==> src/rtl/fifo_frame_reader_pkg.sv <==
// ============================================================================
// Module  : fifo_frame_reader_pkg
// Brief   : Shared types and defaults for the audio FIFO frame reader.
// Revision: 1.0 - initial release
// ============================================================================
`default_nettype none

package fifo_frame_reader_pkg;

  localparam int c_DATA_WIDTH  = 24;
  localparam int c_FRAME_LEN   = 256;
  localparam int c_STATS_WIDTH = 16;

  typedef enum logic [1:0] {
    IDLE  = 2'd0,
    FILL  = 2'd1,
    DRAIN = 2'd2
  } state_e;

endpackage

`default_nettype wire

==> src/rtl/fifo_frame_skid.sv <==
// ============================================================================
// Module  : fifo_frame_skid
// Brief   : Two-entry registered skid buffer; head entry drives the output.
// Revision: 1.0 - initial release
// ============================================================================
`default_nettype none

module fifo_frame_skid
  import fifo_frame_reader_pkg::*;
#(
  parameter int DATA_WIDTH = c_DATA_WIDTH
) (
  input  logic                  Clk,
  input  logic                  Clear_in,
  input  logic                  push_i,
  input  logic [DATA_WIDTH-1:0] data_i,
  input  logic                  pop_i,
  output logic [DATA_WIDTH-1:0] data_o,
  output logic [1:0]            occ_o
);

  logic [DATA_WIDTH-1:0] head_q, head_d;
  logic [DATA_WIDTH-1:0] tail_q, tail_d;
  logic [1:0]            occ_q, occ_d;

  always_comb begin
    head_d = head_q;
    tail_d = tail_q;
    occ_d  = occ_q;
    case ({push_i, pop_i})
      2'b10: begin
        if (occ_q == 2'd0) head_d = data_i;
        else               tail_d = data_i;
        occ_d = occ_q + 2'd1;
      end
      2'b01: begin
        head_d = tail_q;
        occ_d  = occ_q - 2'd1;
      end
      2'b11: begin
        // Occupancy is unchanged; the arriving word queues behind any survivor.
        if (occ_q == 2'd2) begin
          head_d = tail_q;
          tail_d = data_i;
        end else begin
          head_d = data_i;
        end
      end
      default: ;
    endcase
  end

  always_ff @(posedge Clk) begin
    if (Clear_in) begin
      head_q <= '0;
      tail_q <= '0;
      occ_q  <= 2'd0;
    end else begin
      head_q <= head_d;
      tail_q <= tail_d;
      occ_q  <= occ_d;
    end
  end

  assign data_o = head_q;
  assign occ_o  = occ_q;

endmodule

`default_nettype wire

==> src/rtl/fifo_frame_reader.sv <==
// ============================================================================
// Module  : fifo_frame_reader
// Brief   : Reads the audio sample FIFO and emits fixed-length frames on a
//           valid/ready stream. Define FIFO_FRAME_READER_STATS_EN for stats.
// Revision: 1.0 - initial release
// ============================================================================
`default_nettype none

module fifo_frame_reader
  import fifo_frame_reader_pkg::*;
#(
  parameter int DATA_WIDTH = c_DATA_WIDTH,
  parameter int FRAME_LEN  = c_FRAME_LEN,
  parameter int FRAME_BITS = $clog2(FRAME_LEN)
) (
  input  logic                  Clk,
  input  logic                  Clear_in,
  input  logic                  Start_in,
  input  logic                  Continuous_in,
  input  logic [DATA_WIDTH-1:0] FifoData_in,
  input  logic                  FifoEmpty_in,
  output logic                  FifoReadEn_out,
  output logic [DATA_WIDTH-1:0] Data_out,
  output logic                  Valid_out,
  input  logic                  Ready_in,
  output logic                  Sop_out,
  output logic                  Eop_out,
  output logic [FRAME_BITS-1:0] Index_out,
  output logic                  Busy_out
`ifdef FIFO_FRAME_READER_STATS_EN
  ,
  output logic [c_STATS_WIDTH-1:0] StallCount_out,
  output logic [c_STATS_WIDTH-1:0] FrameCount_out
`endif
);

  localparam logic [FRAME_BITS:0]   c_ISSUE_MAX = (FRAME_BITS+1)'(FRAME_LEN);
  localparam logic [FRAME_BITS-1:0] c_LAST_IDX  = FRAME_BITS'(FRAME_LEN - 1);

  state_e                state_q, state_d;
  logic [FRAME_BITS:0]   issued_q, issued_d;
  logic [FRAME_BITS-1:0] out_q, out_d;
  logic                  inflight_q;
  logic [1:0]            w_occ;
  logic                  w_room;
  logic                  w_xfer;
  logic                  w_eop_acc;

  fifo_frame_skid #(
    .DATA_WIDTH (DATA_WIDTH)
  ) u_skid (
    .Clk      (Clk),
    .Clear_in (Clear_in),
    .push_i   (inflight_q),
    .data_i   (FifoData_in),
    .pop_i    (w_xfer),
    .data_o   (Data_out),
    .occ_o    (w_occ)
  );

  // Count words already granted but not yet accepted so the skid can never overflow.
  assign w_room    = (3'(w_occ) + 3'(inflight_q)) < 3'd2;
  assign w_xfer    = Valid_out & Ready_in;
  assign w_eop_acc = w_xfer & (out_q == c_LAST_IDX);

  assign FifoReadEn_out = ~Clear_in & (state_q == FILL) & ~FifoEmpty_in &
                          (issued_q < c_ISSUE_MAX) & w_room;

  assign Valid_out = (w_occ != 2'd0);
  assign Index_out = out_q;
  assign Sop_out   = Valid_out & (out_q == '0);
  assign Eop_out   = Valid_out & (out_q == c_LAST_IDX);
  assign Busy_out  = (state_q != IDLE);

  always_comb begin
    state_d  = state_q;
    issued_d = issued_q;
    out_d    = out_q;
    if (FifoReadEn_out) issued_d = issued_q + 1'b1;
    if (w_xfer)         out_d    = out_q + 1'b1;
    case (state_q)
      IDLE:  if (Start_in) state_d = FILL;
      FILL:  if (issued_q == c_ISSUE_MAX) state_d = DRAIN;
      DRAIN: begin
        if (w_eop_acc) begin
          state_d  = Continuous_in ? FILL : IDLE;
          issued_d = '0;
          out_d    = '0;
        end
      end
      default: state_d = IDLE;
    endcase
  end

  always_ff @(posedge Clk) begin
    if (Clear_in) begin
      state_q    <= IDLE;
      issued_q   <= '0;
      out_q      <= '0;
      inflight_q <= 1'b0;
    end else begin
      state_q    <= state_d;
      issued_q   <= issued_d;
      out_q      <= out_d;
      inflight_q <= FifoReadEn_out;
    end
  end

`ifdef FIFO_FRAME_READER_STATS_EN
  logic [c_STATS_WIDTH-1:0] stall_q;
  logic [c_STATS_WIDTH-1:0] frames_q;

  always_ff @(posedge Clk) begin
    if (Clear_in) begin
      stall_q  <= '0;
      frames_q <= '0;
    end else begin
      if ((state_q == FILL) && FifoEmpty_in && (issued_q < c_ISSUE_MAX) && (stall_q != '1))
        stall_q <= stall_q + 1'b1;
      if (w_eop_acc)
        frames_q <= frames_q + 1'b1;
    end
  end

  assign StallCount_out = stall_q;
  assign FrameCount_out = frames_q;
`endif

endmodule

`default_nettype wire

==> config.mk <==
export PLATFORM = sky130hd
export DESIGN_NAME = fifo_frame_reader
export DESIGN_NICKNAME = d
export VERILOG_FILES = /design/src/rtl/fifo_frame_reader_pkg.sv /design/src/rtl/fifo_frame_skid.sv /design/src/rtl/fifo_frame_reader.sv
export SDC_FILE = /design/constraint.sdc
export NUM_CORES = 1
export LEC_CHECK = 0
export CORE_MARGIN = 5
export CORE_UTILIZATION = 45
export DETAILED_ROUTE_END_ITERATION = 8
export PLACE_DENSITY_LB_ADDON = 0.3
export SYNTH_ARGS = -nofsm -noshare
export SYNTH_HDL_FRONTEND = slang
export SYNTH_SLANG_ARGS = --single-unit
==> constraint.sdc <==
create_clock -name Clk -period 2.6 [get_ports Clk]
set_input_delay 0.39 -clock Clk [delete_from_list [all_inputs] [get_ports Clk]]
set_output_delay 0.39 -clock Clk [all_outputs]
set_load 0.01 [all_outputs]
---- Yosys cells after proc, flatten, opt, wreduce, memory -nomap -nowiden ----
Index checks and enable logic that the tools add are counted.
word-level totals
  register bits ........................... 70
  output and inout bits ................... 37
  logic and storage cells ................. 67
cells by class
  $lt $le $gt $ge ......................... 2
  reduce and logical (&&, ||, !) cells .... 11
  bitwise operators ....................... 10
  add/sub/neg operators ................... 5
  equal/unequal tests ..................... 14
  mux-type cells .......................... 18
operator list
  kind                                                                   count
  24-bit two-way mux                                                     4
  24-bit case mux with 3 select lines                                    1
  24-bit case mux with 2 select lines                                    1
  9-bit two-way mux                                                      3
  8-bit two-way mux                                                      3
  9-bit by 1-bit adder with 9-bit output (second input constant)         1
  9-bit == test (second input constant)                                  1
  9-bit < comparator (second input constant)                             1
  8-bit by 1-bit adder with 8-bit output (second input constant)         1
  1-bit bitwise AND                                                      8
  2-bit == test (second input constant)                                  4
  8-bit == test (second input constant)                                  1
  8-bit logical NOT                                                      1
  2-bit nonzero test                                                     4
  2-bit two-way mux                                                      3
  2-bit by 1-bit != test with 1-bit output (second input constant)       3
  2-bit != test (second input constant)                                  3
  2-bit case mux with 3 select lines                                     1
  3-bit AND reduction                                                    2
  2-bit by 1-bit == test with 1-bit output (second input constant)       2
  2-bit logical NOT                                                      2
  2-bit case mux with 2 select lines                                     1
  2-bit by 1-bit adder with 3-bit output                                 1
  3-bit by 2-bit < comparator with 1-bit output (second input constant)  1
  6 further kinds                                                        7

---- Depth between registers and ports, before layout ----
  depth in word-level cells ............... 8
  gate-level depth with buffers ........... 9
  mapped depth without buffers ............ 7

---- Hierarchy ----
From an unflattened synthesis, not the netlist that was laid out.
unflattened totals
  cells, all modules ...................... 399
  area total of the unflattened synthesis .. 3,489.6 um^2
modules (own cells, without submodules)
  module             cells an instance  area each (um^2)  times used
  fifo_frame_skid    281                2,429.8           1
  fifo_frame_reader  118                1,059.8           1

---- Worst setup path before layout ----
Ideal clock, no wire load.
  path type ............................... reg2reg
  start ................................... reg u_skid.occ_q[0], in the netlist u_skid.occ_o[0]
  end ..................................... reg u_skid.head_q[0], in the netlist u_skid.data_o[0]
  slack ................................... 0.433 ns
  cell stages (with the launch flop) ...... 10
  data required time ...................... 2.522 ns
  period minus slack after synthesis ...... 2.167 ns
  arrival time ............................ 2.089 ns
  buffers on the path ..................... 2
  cells stage by stage .................... dfxtp_1 -> buf_2 -> o21ai_2 -> inv_2 -> ha_1 -> nand2_1 -> a2bb2oi_1 -> clkbuf_1 -> a221oi_1 -> nor3_1
on the way
  word-level cells in the longest chain between the ends .. 5
  elaborated cells between the ends (all ways) .. 12
  those cells by class .................... eq/ne (5); mux (2); bitwise (1); reduce/logical (4)
RTL lines
  what                                                                                                    line                     source
  from (decl)                                                                                             fifo_frame_skid.sv:24    logic [1:0] occ_q, occ_d;
  from (signal assigned)                                                                                  fifo_frame_skid.sv:57    occ_q <= 2'd0;
  from (signal assigned)                                                                                  fifo_frame_skid.sv:61    occ_q <= occ_d;
  2-bit nonzero test                                                                                      fifo_frame_reader.sv:69  assign Valid_out = (w_occ != 2'd0);
  1-bit bitwise AND                                                                                       fifo_frame_reader.sv:63  assign w_xfer = Valid_out & Ready_in;
  2-bit == test / 2-bit by 1-bit == test with 1-bit output (equally long branches)                        fifo_frame_skid.sv:30    case ({push_i, pop_i})
  2-bit by 1-bit != test with 1-bit output (no source line) / 3-bit nonzero test (equally long branches)  --
  2-bit AND reduction (no source line)                                                                    --
  to (signal assigned)                                                                                    fifo_frame_skid.sv:55    head_q <= '0;
  to (signal assigned)                                                                                    fifo_frame_skid.sv:59    head_q <= head_d;
  to (decl)                                                                                               fifo_frame_skid.sv:22    logic [DATA_WIDTH-1:0] head_q, head_d;
Parallel ways exist; a longest one is shown, timed or not.
A chain may end at the register's enable or synchronous reset.

---- Final worst setup path ----
  start ................................... reg out_q[0], in the netlist Index_out[0]
  end ..................................... out Sop_out
on the way
  word-level cells in the longest chain between the ends .. 2
RTL lines
  what                    line                      source
  from (decl)             fifo_frame_reader.sv:42   logic [FRAME_BITS-1:0] out_q, out_d;
  from (signal assigned)  fifo_frame_reader.sv:104  out_q <= out_d;
  8-bit logical NOT       fifo_frame_reader.sv:71   assign Sop_out = Valid_out & (out_q == '0);
  1-bit bitwise AND       fifo_frame_reader.sv:71
  to (decl)               fifo_frame_reader.sv:26   output logic Sop_out,
No other way between the ends.

==> results.txt <==
Seq pwr share = 47.8%
CTS Buf Count = 9
Initial DRT Pass Iterations = 4
met1 Usage GRT = 22.0%
final setup vio count = 0
Switching Share = 28.7%
Critical Path End Type = output pin
area share of the largest cell type after synthesis = 47.3%
Final Total Pwr = 2.46 mW
final period utilization = 90.9%
post-synth design cell area = 2960 um^2
Slew Viols, Final = 0
Synth cell types = 38
filler cell count = 577
port bufs = 66
post-CTS setup buffers = 0
routed vias/inst = 5.37
min-delay worst type = reg2reg
GRT overflow = 0
Worst Max-Slew Pin Slew = 1120 ps
Final Skew = 10.6 ps
sequential-to-total area share from yosys stat = 47.3%
CP arrival = 1970 ps
most common cell after layout, fill and taps aside = dfxtp_1
register bit count reported by yosys = 70
Final ANT Viol Nets = 0
Avg WL per Cell = 13.9 um
Syn Nets = 391
Core ar. = 6390 um^2
layout cell share with drive strength beyond 1 = 8.92%
synth top area cells = dfxtp_1 47%, nand2_1 8.0%, a221oi_1 7.1%, a21oi_1 5.6%, nor2_1 5.1%
Die Ht = 91.1 um
Combinational Power Share = 19.7%
All-Layer GR Usage = 17.4%
CTS Hold Buffers Added = 0
Clk network pwr share = 32.5%
Syn. warnings = 0
internal power = 1.75 mW
area grow syn2layout = 32.1%
largest net degree at the start of global routing = 54
# resized after CTS = 0
outcome = finished, final reports clean
clk root buf = clkbuf_8
detailed placement HPWL = 4570 um
io pins = 67
startpoint types = flip-flop
Clock Tree Buf Depth = 2
H-tree levels = 3
die area = 8300 um^2
CTS sink count = 70
RSZ-0062 raised after global routing = no
M3 GR Usage = 5.87%
Slew HR = 25.6%
GRT met2 Usage = 27.2%
Worst-path clk slew = 70 ps
area leader, netlist = dfxtp_1
Cells after Synth = 354
most used routing layer in global routing = met2
via count = 2703
sw power = 705 uW
FP Rows = 29
Initial Utilization = 46.4%
# diodes = 0
Clk Latency, worst-skew pair = 350 ps
DRT iter0 DRCs = 165
vias in the first global route = 2611
fin crit period = 2360 ps
RePlAce Congestion = 0.815
Leakage Power = 1.38 nW
Max Cap Viol = 0
setup TNS = 0 ps
initial antenna violation count = 0
critical path fanouts, max = 5
final WL = 6980 um
drt drc = 0
critical path data required time = 2210 ps
Die Width = 91.1 um
TritonCTS clock tree = built
commonest non-fill, non-tap cells in the layout = 70 x dfxtp_1, 65 x clkdlybuf4s50_1, 63 x nand2_1
Worst Path Class, Setup = reg2out
Fmax = 423 MHz
syn avg cell area = 8.37 um^2
Fin. Hold Viols = 0
worst vdd ir = 0.000461 V
global-route wire length before repair = 12000 um
Pwr per Cell Area = 628 nW/um^2
Final nets = 458
critical path: stages, from the launching register on:
cell             delay [ps]
dfxtp_1                 350
inv_1                    90
ha_1                    140
nor4b_1                 220
nand2_1                  80
nor4_1                  160
clkdlybuf4s50_1         580
state kept, by name, indices dropped and copies added (netlist names):
signal	cells
Index_out	8
inflight_q	1
issued_q	9
state_q	2
u_skid.data_o	24
u_skid.occ_o	2
u_skid.tail_q	24
Yosys cell counts (all sizes together):
cell type / instances
buf: 10
nand3: 4
mux2: 1
inv: 13
xnor2: 6
a211o: 1
or4: 1
a221oi: 24
nor2: 40
a21o: 1
a211oi: 1
o31ai: 1
a21oi: 34
nand4: 8
ha: 7
nor4b: 3
o21ai: 4
clkbuf: 11
nor2b: 1
a2bb2oi: 1
a31o: 1
a31oi: 1
nand2: 63
xor2: 6
o211ai: 1
and3: 4
o21bai: 1
nor3: 28
nor4: 2
and4: 1
or3: 4
dfxtp: 70
power groups by stage:
stage | clock (mW) | combinational, mW | sequential [mW]
4_1_cts | 0.827 | 0.489 | 1.18
6_report | 0.798 | 0.484 | 1.18
2_1_floorplan | 0 | 0.223 | 1.22
3_3_place_gp | 0 | 0.481 | 1.20
3_5_place_dp | 0 | 0.485 | 1.20
5_1_grt | 0.872 | 0.536 | 1.19
layer usage:
| layer | up-vias | part of all wire [%] |
|---|---|---|
| met5 | - | 0 |
| met4 | 0 | 1.5 |
| met3 | 10 | 6.0 |
| met2 | 74 | 46 |
| met1 | 1245 | 46 |
| li1 | 1374 | - |
stage by stage:
step,instance area [um^2],hold slack [ps],utilization [%],cells,worst slack [ps]
after global routing,3910,473,61.3,503,14.7
after global placement,3730,441,58.4,487,35.3
final,3910,455,61.3,503,236
after floorplan,2960,436,-,354,433
after CTS,3910,459,61.3,503,193
after detailed placement,3730,448,58.4,487,-0.624
logic make-up after synthesis:
logic type	count (synthesis)	synth area share, %
xor gates and xnor gates	12	3.55
DFF	70	47.3
and+or+nand+nor	159	24.6
adders and majority gates	7	2.96
muxes	1	0.380
AOI/OAI and AO/OA	71	16.3
buffers and inverters	34	4.90
layout make-up:
class	count	area, um^2	share of cell area [%]
clock buffers	10	138	3.52
clock inverters	6	45.0	1.15
inverters	13	48.8	1.25
multi-input cells	250	1430	36.6
flip-flops and latches	70	1400	35.8
well taps	77	96.3	2.46
repair buffers	77	751	19.2
final timing paths:
check	from	to	slack (ps)	depth (start not counted)
worst max register to register	u_skid.occ_o[1]	u_skid.data_o[18]	400	7
worst min-delay path	u_skid.tail_q[19]	u_skid.tail_q[19]	450	2
worst min register to register	u_skid.tail_q[19]	u_skid.tail_q[19]	450	2
worst max-delay path	Index_out[0]	Sop_out	240	6
Note: power is estimated with default switching activity, not from simulation.
